File: src/rtl/l2c_maint_engine_if.sv
// l2c_maint_engine_if: control-register and tag/data-pipeline signals of the
// L2C maintenance engine, bundled for connection to l2c_maint_engine.
// Optional: L2C_MAINT_STATS_EN adds the o_stat_wb_cnt writeback counter.
interface l2c_maint_engine_if #(
    parameter int IDX_W = 9,
    parameter int WAY_W = 3,
    parameter int TAG_W = 17
);
    logic             i_ctl_req;
    logic [1:0]       i_ctl_op;
    logic [IDX_W-1:0] i_ctl_start_idx;
    logic [IDX_W-1:0] i_ctl_end_idx;
    logic             i_ctl_abort;
    logic             i_idle;
    logic             i_maint_clear_ack;
    logic             i_maint_flush_dirty;
    logic             i_maint_flush_clean;
    logic [WAY_W-1:0] i_maint_hit_way;
    logic [TAG_W-1:0] i_old_tag;
    logic             i_writeback_ack;
    logic             i_wb_ack_broadcast;
    logic [31:0]      i_wb_ack_adr;
    logic [IDX_W-1:0] o_index;
    logic [WAY_W-1:0] o_way;
    logic [TAG_W-1:0] o_old_tag;
    logic             o_writeback_req;
    logic             o_maintenance;
    logic             o_maintenance_clear;
    logic             o_maintenance_req;
    logic [3:0]       o_wb_outstanding;
    logic             o_ctl_maint_ack;
    logic             o_ctl_aborted;
`ifdef L2C_MAINT_STATS_EN
    logic [15:0]      o_stat_wb_cnt;
`endif

    // Engine side
    modport slave (
        input  i_ctl_req, i_ctl_op, i_ctl_start_idx, i_ctl_end_idx, i_ctl_abort,
        input  i_idle, i_maint_clear_ack, i_maint_flush_dirty, i_maint_flush_clean,
        input  i_maint_hit_way, i_old_tag, i_writeback_ack,
        input  i_wb_ack_broadcast, i_wb_ack_adr,
        output o_index, o_way, o_old_tag, o_writeback_req, o_maintenance,
        output o_maintenance_clear, o_maintenance_req, o_wb_outstanding,
        output o_ctl_maint_ack, o_ctl_aborted
`ifdef L2C_MAINT_STATS_EN
        , output o_stat_wb_cnt
`endif
    );

    // Control-register block / cache pipeline side
    modport master (
        output i_ctl_req, i_ctl_op, i_ctl_start_idx, i_ctl_end_idx, i_ctl_abort,
        output i_idle, i_maint_clear_ack, i_maint_flush_dirty, i_maint_flush_clean,
        output i_maint_hit_way, i_old_tag, i_writeback_ack,
        output i_wb_ack_broadcast, i_wb_ack_adr,
        input  o_index, o_way, o_old_tag, o_writeback_req, o_maintenance,
        input  o_maintenance_clear, o_maintenance_req, o_wb_outstanding,
        input  o_ctl_maint_ack, o_ctl_aborted
`ifdef L2C_MAINT_STATS_EN
        , input o_stat_wb_cnt
`endif
    );
endinterface

File: src/rtl/l2c_maint_engine.sv
// l2c_maint_engine: sweeps an index range performing clear, flush or
// flush-then-clear; flush writebacks are tracked until the memory side
// broadcasts their completion, and the final ack waits for all of them.
// Optional: define L2C_MAINT_STATS_EN to add o_stat_wb_cnt (writebacks
// pushed during the current operation, saturating).
module l2c_maint_engine #(
    parameter int IDX_W    = 9,
    parameter int WAY_W    = 3,
    parameter int TAG_W    = 17,
    parameter int LINE_W   = 6,
    parameter int WB_DEPTH = 4
) (
    input logic               Clk,
    input logic               Reset_n,
    l2c_maint_engine_if.slave bus
);
    // Line address width: the writeback address without its line offset.
    localparam int LA_W = TAG_W + IDX_W;

    typedef enum logic [2:0] {
        IDLE,
        WAIT_IDLE,
        CLEAR_OP,
        FLUSH_OP,
        WRITEBACK,
        IDX_INC,
        DRAIN,
        REPLY
    } state_t;

    state_t              state;
    state_t              state_nxt;
    logic [1:0]          op;
    logic [IDX_W-1:0]    cnt;
    logic [IDX_W-1:0]    end_idx;
    logic [WAY_W-1:0]    way;
    logic [TAG_W-1:0]    old_tag;
    logic                abort_flag;
    logic [WB_DEPTH-1:0] trk_valid;
    logic [LA_W-1:0]     trk_adr [WB_DEPTH];
    logic [WB_DEPTH-1:0] free_sel;
    logic [WB_DEPTH-1:0] clr_sel;
    logic [3:0]          wb_count;
    logic                full;
    logic                push;
    logic                last_idx;
    logic [LA_W-1:0]     push_adr;
    logic [LA_W-1:0]     bcast_adr;
    logic                unused_line_bits;

    assign push      = (state == WRITEBACK) && bus.i_writeback_ack;
    assign push_adr  = {old_tag, cnt};
    assign bcast_adr = bus.i_wb_ack_adr[31:LINE_W];
    assign last_idx  = (cnt == end_idx);
    assign full      = (wb_count == 4'(WB_DEPTH));
    assign unused_line_bits = ^bus.i_wb_ack_adr[LINE_W-1:0];

    // Tracker occupancy, lowest free slot (one-hot) and broadcast matches.
    // A slot being filled is invalid this cycle, so a broadcast can never
    // clear the line that is being pushed alongside it.
    always_comb begin
        wb_count = '0;
        free_sel = '0;
        clr_sel  = '0;
        for (int i = WB_DEPTH - 1; i >= 0; i--) begin
            wb_count = wb_count + 4'(trk_valid[i]);
            if (!trk_valid[i]) begin
                free_sel    = '0;
                free_sel[i] = 1'b1;
            end
            clr_sel[i] = bus.i_wb_ack_broadcast && trk_valid[i] &&
                         (trk_adr[i] == bcast_adr);
        end
    end

    // Next-state logic for the sweep controller.
    always_comb begin
        state_nxt = state;
        unique case (state)
            IDLE: begin
                if (bus.i_ctl_req) state_nxt = WAIT_IDLE;
            end
            WAIT_IDLE: begin
                if (op == 2'b00 || abort_flag) state_nxt = REPLY;
                else if (bus.i_idle)           state_nxt = op[1] ? FLUSH_OP : CLEAR_OP;
            end
            CLEAR_OP: begin
                if (bus.i_maint_clear_ack) state_nxt = IDX_INC;
            end
            FLUSH_OP: begin
                // A dirty line with a full tracker holds here until a
                // broadcast frees a slot.
                if (bus.i_maint_flush_dirty) begin
                    if (!full) state_nxt = WRITEBACK;
                end else if (bus.i_maint_flush_clean) begin
                    state_nxt = (op == 2'b11) ? CLEAR_OP : IDX_INC;
                end
            end
            WRITEBACK: begin
                // Rescan the same index for further dirty ways.
                if (bus.i_writeback_ack) state_nxt = FLUSH_OP;
            end
            IDX_INC: begin
                if (last_idx || abort_flag) state_nxt = DRAIN;
                else                        state_nxt = op[1] ? FLUSH_OP : CLEAR_OP;
            end
            DRAIN: begin
                if (wb_count == 4'd0) state_nxt = REPLY;
            end
            REPLY: begin
                if (!bus.i_ctl_req) state_nxt = IDLE;
            end
            default: state_nxt = IDLE;
        endcase
    end

    // State, latched request, index counter, pending writeback and tracker valids.
    always_ff @(posedge Clk or negedge Reset_n) begin
        if (!Reset_n) begin
            state      <= IDLE;
            op         <= '0;
            cnt        <= '0;
            end_idx    <= '0;
            way        <= '0;
            old_tag    <= '0;
            abort_flag <= 1'b0;
            trk_valid  <= '0;
        end else begin
            state      <= state_nxt;
            abort_flag <= (state == IDLE) ? 1'b0 : (abort_flag | bus.i_ctl_abort);
            if (state == IDLE && bus.i_ctl_req) begin
                op      <= bus.i_ctl_op;
                cnt     <= bus.i_ctl_start_idx;
                end_idx <= bus.i_ctl_end_idx;
            end
            // Wraps modulo 2^IDX_W, which makes start > end sweeps legal.
            if (state == IDX_INC && !last_idx && !abort_flag) begin
                cnt <= cnt + 1'b1;
            end
            if (state == FLUSH_OP && bus.i_maint_flush_dirty && !full) begin
                way     <= bus.i_maint_hit_way;
                old_tag <= bus.i_old_tag;
            end
            trk_valid <= (trk_valid & ~clr_sel) | (push ? free_sel : '0);
        end
    end

    // Tracker line addresses; only meaningful where the valid bit is set.
    always_ff @(posedge Clk) begin
        for (int i = 0; i < WB_DEPTH; i++) begin
            if (push && free_sel[i]) trk_adr[i] <= push_adr;
        end
    end

`ifdef L2C_MAINT_STATS_EN
    logic [15:0] stat_wb_cnt;

    // Writebacks pushed during the current operation, held through Reply.
    always_ff @(posedge Clk or negedge Reset_n) begin
        if (!Reset_n) begin
            stat_wb_cnt <= '0;
        end else if (state == IDLE && bus.i_ctl_req) begin
            stat_wb_cnt <= '0;
        end else if (push && stat_wb_cnt != 16'hFFFF) begin
            stat_wb_cnt <= stat_wb_cnt + 16'd1;
        end
    end

    assign bus.o_stat_wb_cnt = stat_wb_cnt;
`endif

    assign bus.o_index             = cnt;
    assign bus.o_way               = way;
    assign bus.o_old_tag           = old_tag;
    assign bus.o_writeback_req     = (state == WRITEBACK);
    assign bus.o_maintenance       = (state != IDLE);
    assign bus.o_maintenance_clear = (state == CLEAR_OP);
    assign bus.o_maintenance_req   = (state == CLEAR_OP) || (state == FLUSH_OP);
    assign bus.o_wb_outstanding    = wb_count;
    assign bus.o_ctl_maint_ack     = (state == REPLY);
    assign bus.o_ctl_aborted       = (state == REPLY) && abort_flag;
endmodule

File: src/flat_wrapper.sv
// flat-port wrapper written by rule: the top's interface ports become plain ports
module l2c_maint_engine_flat 
#(
    parameter int IDX_W    = 9,
    parameter int WAY_W    = 3,
    parameter int TAG_W    = 17,
    parameter int LINE_W   = 6,
    parameter int WB_DEPTH = 4
)
  (Clk, Reset_n, bus_i_ctl_req, bus_i_ctl_op, bus_i_ctl_start_idx, bus_i_ctl_end_idx, bus_i_ctl_abort, bus_i_idle, bus_i_maint_clear_ack, bus_i_maint_flush_dirty, bus_i_maint_flush_clean, bus_i_maint_hit_way, bus_i_old_tag, bus_i_writeback_ack, bus_i_wb_ack_broadcast, bus_i_wb_ack_adr, bus_o_index, bus_o_way, bus_o_old_tag, bus_o_writeback_req, bus_o_maintenance, bus_o_maintenance_clear, bus_o_maintenance_req, bus_o_wb_outstanding, bus_o_ctl_maint_ack, bus_o_ctl_aborted);
  l2c_maint_engine_if #(.IDX_W(IDX_W), .WAY_W(WAY_W), .TAG_W(TAG_W)) bus_i ();
  input logic Clk;
  input logic Reset_n;
  input wire logic [$bits(bus_i.i_ctl_req)-1:0] bus_i_ctl_req;
  input wire logic [$bits(bus_i.i_ctl_op)-1:0] bus_i_ctl_op;
  input wire logic [$bits(bus_i.i_ctl_start_idx)-1:0] bus_i_ctl_start_idx;
  input wire logic [$bits(bus_i.i_ctl_end_idx)-1:0] bus_i_ctl_end_idx;
  input wire logic [$bits(bus_i.i_ctl_abort)-1:0] bus_i_ctl_abort;
  input wire logic [$bits(bus_i.i_idle)-1:0] bus_i_idle;
  input wire logic [$bits(bus_i.i_maint_clear_ack)-1:0] bus_i_maint_clear_ack;
  input wire logic [$bits(bus_i.i_maint_flush_dirty)-1:0] bus_i_maint_flush_dirty;
  input wire logic [$bits(bus_i.i_maint_flush_clean)-1:0] bus_i_maint_flush_clean;
  input wire logic [$bits(bus_i.i_maint_hit_way)-1:0] bus_i_maint_hit_way;
  input wire logic [$bits(bus_i.i_old_tag)-1:0] bus_i_old_tag;
  input wire logic [$bits(bus_i.i_writeback_ack)-1:0] bus_i_writeback_ack;
  input wire logic [$bits(bus_i.i_wb_ack_broadcast)-1:0] bus_i_wb_ack_broadcast;
  input wire logic [$bits(bus_i.i_wb_ack_adr)-1:0] bus_i_wb_ack_adr;
  output wire logic [$bits(bus_i.o_index)-1:0] bus_o_index;
  output wire logic [$bits(bus_i.o_way)-1:0] bus_o_way;
  output wire logic [$bits(bus_i.o_old_tag)-1:0] bus_o_old_tag;
  output wire logic [$bits(bus_i.o_writeback_req)-1:0] bus_o_writeback_req;
  output wire logic [$bits(bus_i.o_maintenance)-1:0] bus_o_maintenance;
  output wire logic [$bits(bus_i.o_maintenance_clear)-1:0] bus_o_maintenance_clear;
  output wire logic [$bits(bus_i.o_maintenance_req)-1:0] bus_o_maintenance_req;
  output wire logic [$bits(bus_i.o_wb_outstanding)-1:0] bus_o_wb_outstanding;
  output wire logic [$bits(bus_i.o_ctl_maint_ack)-1:0] bus_o_ctl_maint_ack;
  output wire logic [$bits(bus_i.o_ctl_aborted)-1:0] bus_o_ctl_aborted;
  assign bus_i.i_ctl_req = bus_i_ctl_req;
  assign bus_i.i_ctl_op = bus_i_ctl_op;
  assign bus_i.i_ctl_start_idx = bus_i_ctl_start_idx;
  assign bus_i.i_ctl_end_idx = bus_i_ctl_end_idx;
  assign bus_i.i_ctl_abort = bus_i_ctl_abort;
  assign bus_i.i_idle = bus_i_idle;
  assign bus_i.i_maint_clear_ack = bus_i_maint_clear_ack;
  assign bus_i.i_maint_flush_dirty = bus_i_maint_flush_dirty;
  assign bus_i.i_maint_flush_clean = bus_i_maint_flush_clean;
  assign bus_i.i_maint_hit_way = bus_i_maint_hit_way;
  assign bus_i.i_old_tag = bus_i_old_tag;
  assign bus_i.i_writeback_ack = bus_i_writeback_ack;
  assign bus_i.i_wb_ack_broadcast = bus_i_wb_ack_broadcast;
  assign bus_i.i_wb_ack_adr = bus_i_wb_ack_adr;
  assign bus_o_index = bus_i.o_index;
  assign bus_o_way = bus_i.o_way;
  assign bus_o_old_tag = bus_i.o_old_tag;
  assign bus_o_writeback_req = bus_i.o_writeback_req;
  assign bus_o_maintenance = bus_i.o_maintenance;
  assign bus_o_maintenance_clear = bus_i.o_maintenance_clear;
  assign bus_o_maintenance_req = bus_i.o_maintenance_req;
  assign bus_o_wb_outstanding = bus_i.o_wb_outstanding;
  assign bus_o_ctl_maint_ack = bus_i.o_ctl_maint_ack;
  assign bus_o_ctl_aborted = bus_i.o_ctl_aborted;
  l2c_maint_engine #(.IDX_W(IDX_W), .WAY_W(WAY_W), .TAG_W(TAG_W), .LINE_W(LINE_W), .WB_DEPTH(WB_DEPTH)) u_core (.Clk(Clk), .Reset_n(Reset_n), .bus(bus_i));
endmodule
File: config.mk
export PLATFORM = sky130hd
export DESIGN_NAME = l2c_maint_engine_flat
export DESIGN_NICKNAME = d
export VERILOG_FILES = /design/src/rtl/l2c_maint_engine_if.sv /design/src/rtl/l2c_maint_engine.sv /design/src/flat_wrapper.sv
export SDC_FILE = /design/constraint.sdc
export NUM_CORES = 1
export LEC_CHECK = 0
export ABC_AREA = 1
export BUFFER_PORTS_ARGS = -buffer_cell sky130_fd_sc_hd__buf_2
export CORE_MARGIN = 10
export CORE_UTILIZATION = 55
export DETAILED_ROUTE_END_ITERATION = 6
export PLACE_DENSITY = 0.78
export SLEW_MARGIN = 25
export SYNTH_ARGS = -nofsm -noshare
export SYNTH_HDL_FRONTEND = slang
export SYNTH_SLANG_ARGS = --single-unit
File: constraint.sdc
create_clock -name Clk -period 3.5 [get_ports Clk]
set_input_delay 0.35 -clock Clk [delete_from_list [all_inputs] [get_ports Clk]]
set_output_delay 0.35 -clock Clk [all_outputs]
set_load 0.05 [all_outputs]
==> summary.md <==
| Metric | Value |
|---|---|
| Post-route ant nets | `0` |
| Routed WL per cell | `19.0 um` |
| Clock tree buffer depth | `2` |
| Most instantiated cells after synthesis | `nand2_1, edfxtp_1, inv_1, nor2_1, dfrtp_1` |
| Initial antenna violation count | `0` |
| Hpwl dp | `14700 um` |
| Number of CTS-inserted buffers | `17` |
| Psw | `2.87 mW` |
| Cts repair resizes | `0` |
| H-tree Lvls | `4` |
| Final net count | `932` |
| FF-to-FF Start | `u_core.trk_valid[2]` |
| Clock sink total | `152` |
| Clock share of power | `25.5%` |
| DR vias/cell | `5.32` |
| CP Capture Type | `flop` |
| Gr usage total | `22.4%` |
| Arrival time worst endpoint | `3070 ps` |
| Num ports | `121` |
| Cts hold-fix bufs | `1` |
| Clock Skew | `9.67 ps` |
| Worst skew pair latency | `430 ps` |
| Yosys warns | `0` |
| Sw frac | `39.9%` |
| Syn Nets | `806` |
| First-pass GRT wire length | `31100 um` |
| Worst EP required | `3810 ps` |
| Peak fanout along the critical path | `13` |
| Post-CTS Setup Inserts | `0` |
| PD cells | `832 nW/um2` |
| Fmax | `0.363 GHz` |
| PortBufs | `113` |
| Detailed Route Iter0 Violations | `429` |
| Hold WS | `109 ps` |
| RSZ-0062 raised after global routing | `false` |
| Routability congestion estimate | `0.928` |
| P_int | `4.33 mW` |
| Max Transition Viols Final | `0` |
| Starting Density | `56.9%` |
| VDD IR-drop max | `522 uV` |
| Die height | `135 um` |
| Clk slew on worst S/H paths | `60 ps` |
| Via count | `5483` |
| Synth Cell Area | `7270 um2` |
| CTS tree | `built` |
| Mapped Cells | `719` |
| Vias in the first global route | `5701` |
| Hold Path Origin | `bus_i_ctl_end_idx[2]` |
| Rel. slew slack | `50.8%` |
| Final period util | `78.8%` |
| Die width | `135 um` |
| Main synth FF type | `edfxtp_1` |
| Cell with the most instances after synthesis | `nand2_1` |
| Setup slack after layout | `743 ps` |
| Layout overhead on the synthesized area | `19.1%` |
| Logic pwr share | `33.4%` |
| Synth area leaders | `edfxtp_1, dfrtp_1, nand2_1, mux2_4, inv_1` |
| P_leak | `3.88 nW` |
| Routed Wire Length | `19600 um` |
| Post-synth EDFFs | `104` |
| Final Setup Violations | `0` |
| Post-synth ARST share | `31.6%` |
| Drc violations | `0` |
| Mapped Avg Cell Area | `10.1 um2` |
| Gr ovfl total | `0` |
| Count of different cell masters after synthesis | `32` |
| Hold Path Class | `input port to flop` |
| Min Clock Period, post-route | `2760 ps` |
| Worst Setup SP | `u_core.trk_valid[2]` |
| Pre-Repair DR Iteration Count | `5` |
| Post-synth top area share | `43.0%` |
| Synthesized flop and latch total | `152` |
| Rows | `41` |
| CP Class | `flop to flop` |
| Die area | `18200 um2` |
| Reg power frac | `41.1%` |
| Core Area | `12800 um2` |
| TNS Setup | `0 ps` |
| Root buffer cell | `clkbuf_16` |
| Register area share after synthesis | `59.5%` |
| Share of layout cells above drive strength 1 | `22.8%` |
| Worst Tran Pin Value | `736 ps` |
| Largest net degree at the start of global routing | `38` |
| Post-Place Setup Slack | `746 ps` |
| Area leader, netlist | `edfxtp_1` |
| Setup crit start kind | `flop` |
| Max Cap Violations | `0` |
| Result of the run | `finished, final reports clean` |
| Hold Vio Cnt, Final | `0` |
## sequential cells by signal, summed over array words and instances, names as in the netlist, 2 cells and up
name / cells
u_core.trk_adr: 104
u_core.end_idx: 9
u_core.state: 3
u_core.bus.o_old_tag: 17
u_core.trk_valid: 4
u_core.bus.o_way: 3
u_core.op: 2
u_core.bus.o_index: 9
## power by group through the flow
| stage | registers [mW] | clock network (mW) | logic [mW] |
|---|---|---|---|
| 2_1_floorplan | 3.39 | 0 | 1.31 |
| 3_3_place_gp | 2.95 | 0 | 2.36 |
| 3_5_place_dp | 2.99 | 0 | 2.41 |
| 4_1_cts | 2.96 | 1.85 | 2.42 |
| 5_1_grt | 3.02 | 1.94 | 2.61 |
| 6_report | 2.96 | 1.84 | 2.40 |
## stage by stage
| stage | utilization, % | area, um2 | std cells | total power [mW] |
|---|---|---|---|---|
| after global placement | 63.1 | 8060 | 997 | 5.31 |
| after global routing | 67.8 | 8660 | 1030 | 7.56 |
| after CTS | 67.8 | 8660 | 1030 | 7.23 |
| after detailed placement | 63.1 | 8060 | 997 | 5.40 |
| after floorplan | - | 7270 | 719 | 4.69 |
| final | 67.8 | 8660 | 1031 | 7.20 |
## area by class of cell
cell class | count | area [um2]
Sequential cell | 152 | 4320
Fill cell | 1006 | 4110
Tap cell | 172 | 215
Clock inverter | 9 | 126
Clock buffer | 23 | 458
Antenna cell | 1 | 2.50
Multi-Input combinational cell | 470 | 2570
Inverter | 83 | 312
Timing Repair Buffer | 121 | 653
## final timing paths
path	endpoint	cells past startpoint	slack, ps
setup reg to reg	u_core.bus.o_old_tag[14]	9	740
min in group asynchronous	u_core.bus.o_old_tag[5]	2	350
hold reg to reg	u_core.end_idx[7]	2	500
setup / recovery	u_core.bus.o_old_tag[14]	9	740
hold / removal	u_core.end_idx[2]	3	110
max in group asynchronous	u_core.bus.o_old_tag[1]	3	2320
## critical path: stages (launching register included)
cell and delay, ps:
dfrtp_1 430, ha_1 300, inv_1 50, fa_1 420
ha_1 290, inv_1 50, nand3_1 110, nand3_2 370
buf_12 320, mux2_4 300
## layer usage
| metal | share of wire, % | track usage, % |
|---|---|---|
| met3 | 7.6 | 6.01 |
| met4 | 2.7 | 9.99 |
| met5 | 0 | 0 |
| met2 | 49 | 36.3 |
| met1 | 41 | 27.5 |
## cell families (layout without fill, tap and decap cells)
group | count (synthesis) | in the layout | synth area share (%)
buffers and inverters | 97 | 236 | 5.45
flip-flops | 152 | 152 | 59.5
AO/OA/AOI/OAI | 60 | 60 | 4.47
multiplexers | 20 | 20 | 4.13
other | 1 | 2 | 0.0516
adder cells (fa/ha/maj) | 5 | 5 | 0.964
XOR/XNOR | 45 | 45 | 5.42
AND/OR/NAND/NOR | 339 | 339 | 20.0
## placed cells by master (no fill, tap or decap), types with 2 or more instances in the layout
cell and count:
nor2_1 57, xnor2_1 25, nor3_1 5, nand2_1 199
buf_12 2, ha_1 4, nand2_2 5, nand3_2 2
nand3_1 30, nand4_1 22, clkbuf_1 5, clkbuf_16 17
xor2_1 20, o21ai_0 37, o22ai_1 9, or2_2 10
inv_1 79, mux2_4 20, nor3_2 4, inv_2 4
bufinv_16 3, nor2_2 2, dfrtp_1 48, o211ai_1 3
a21oi_1 9, buf_2 113, buf_4 5, clkinv_2 4
edfxtp_1 104
No activity file was read; power rests on OpenSTA's default activity.
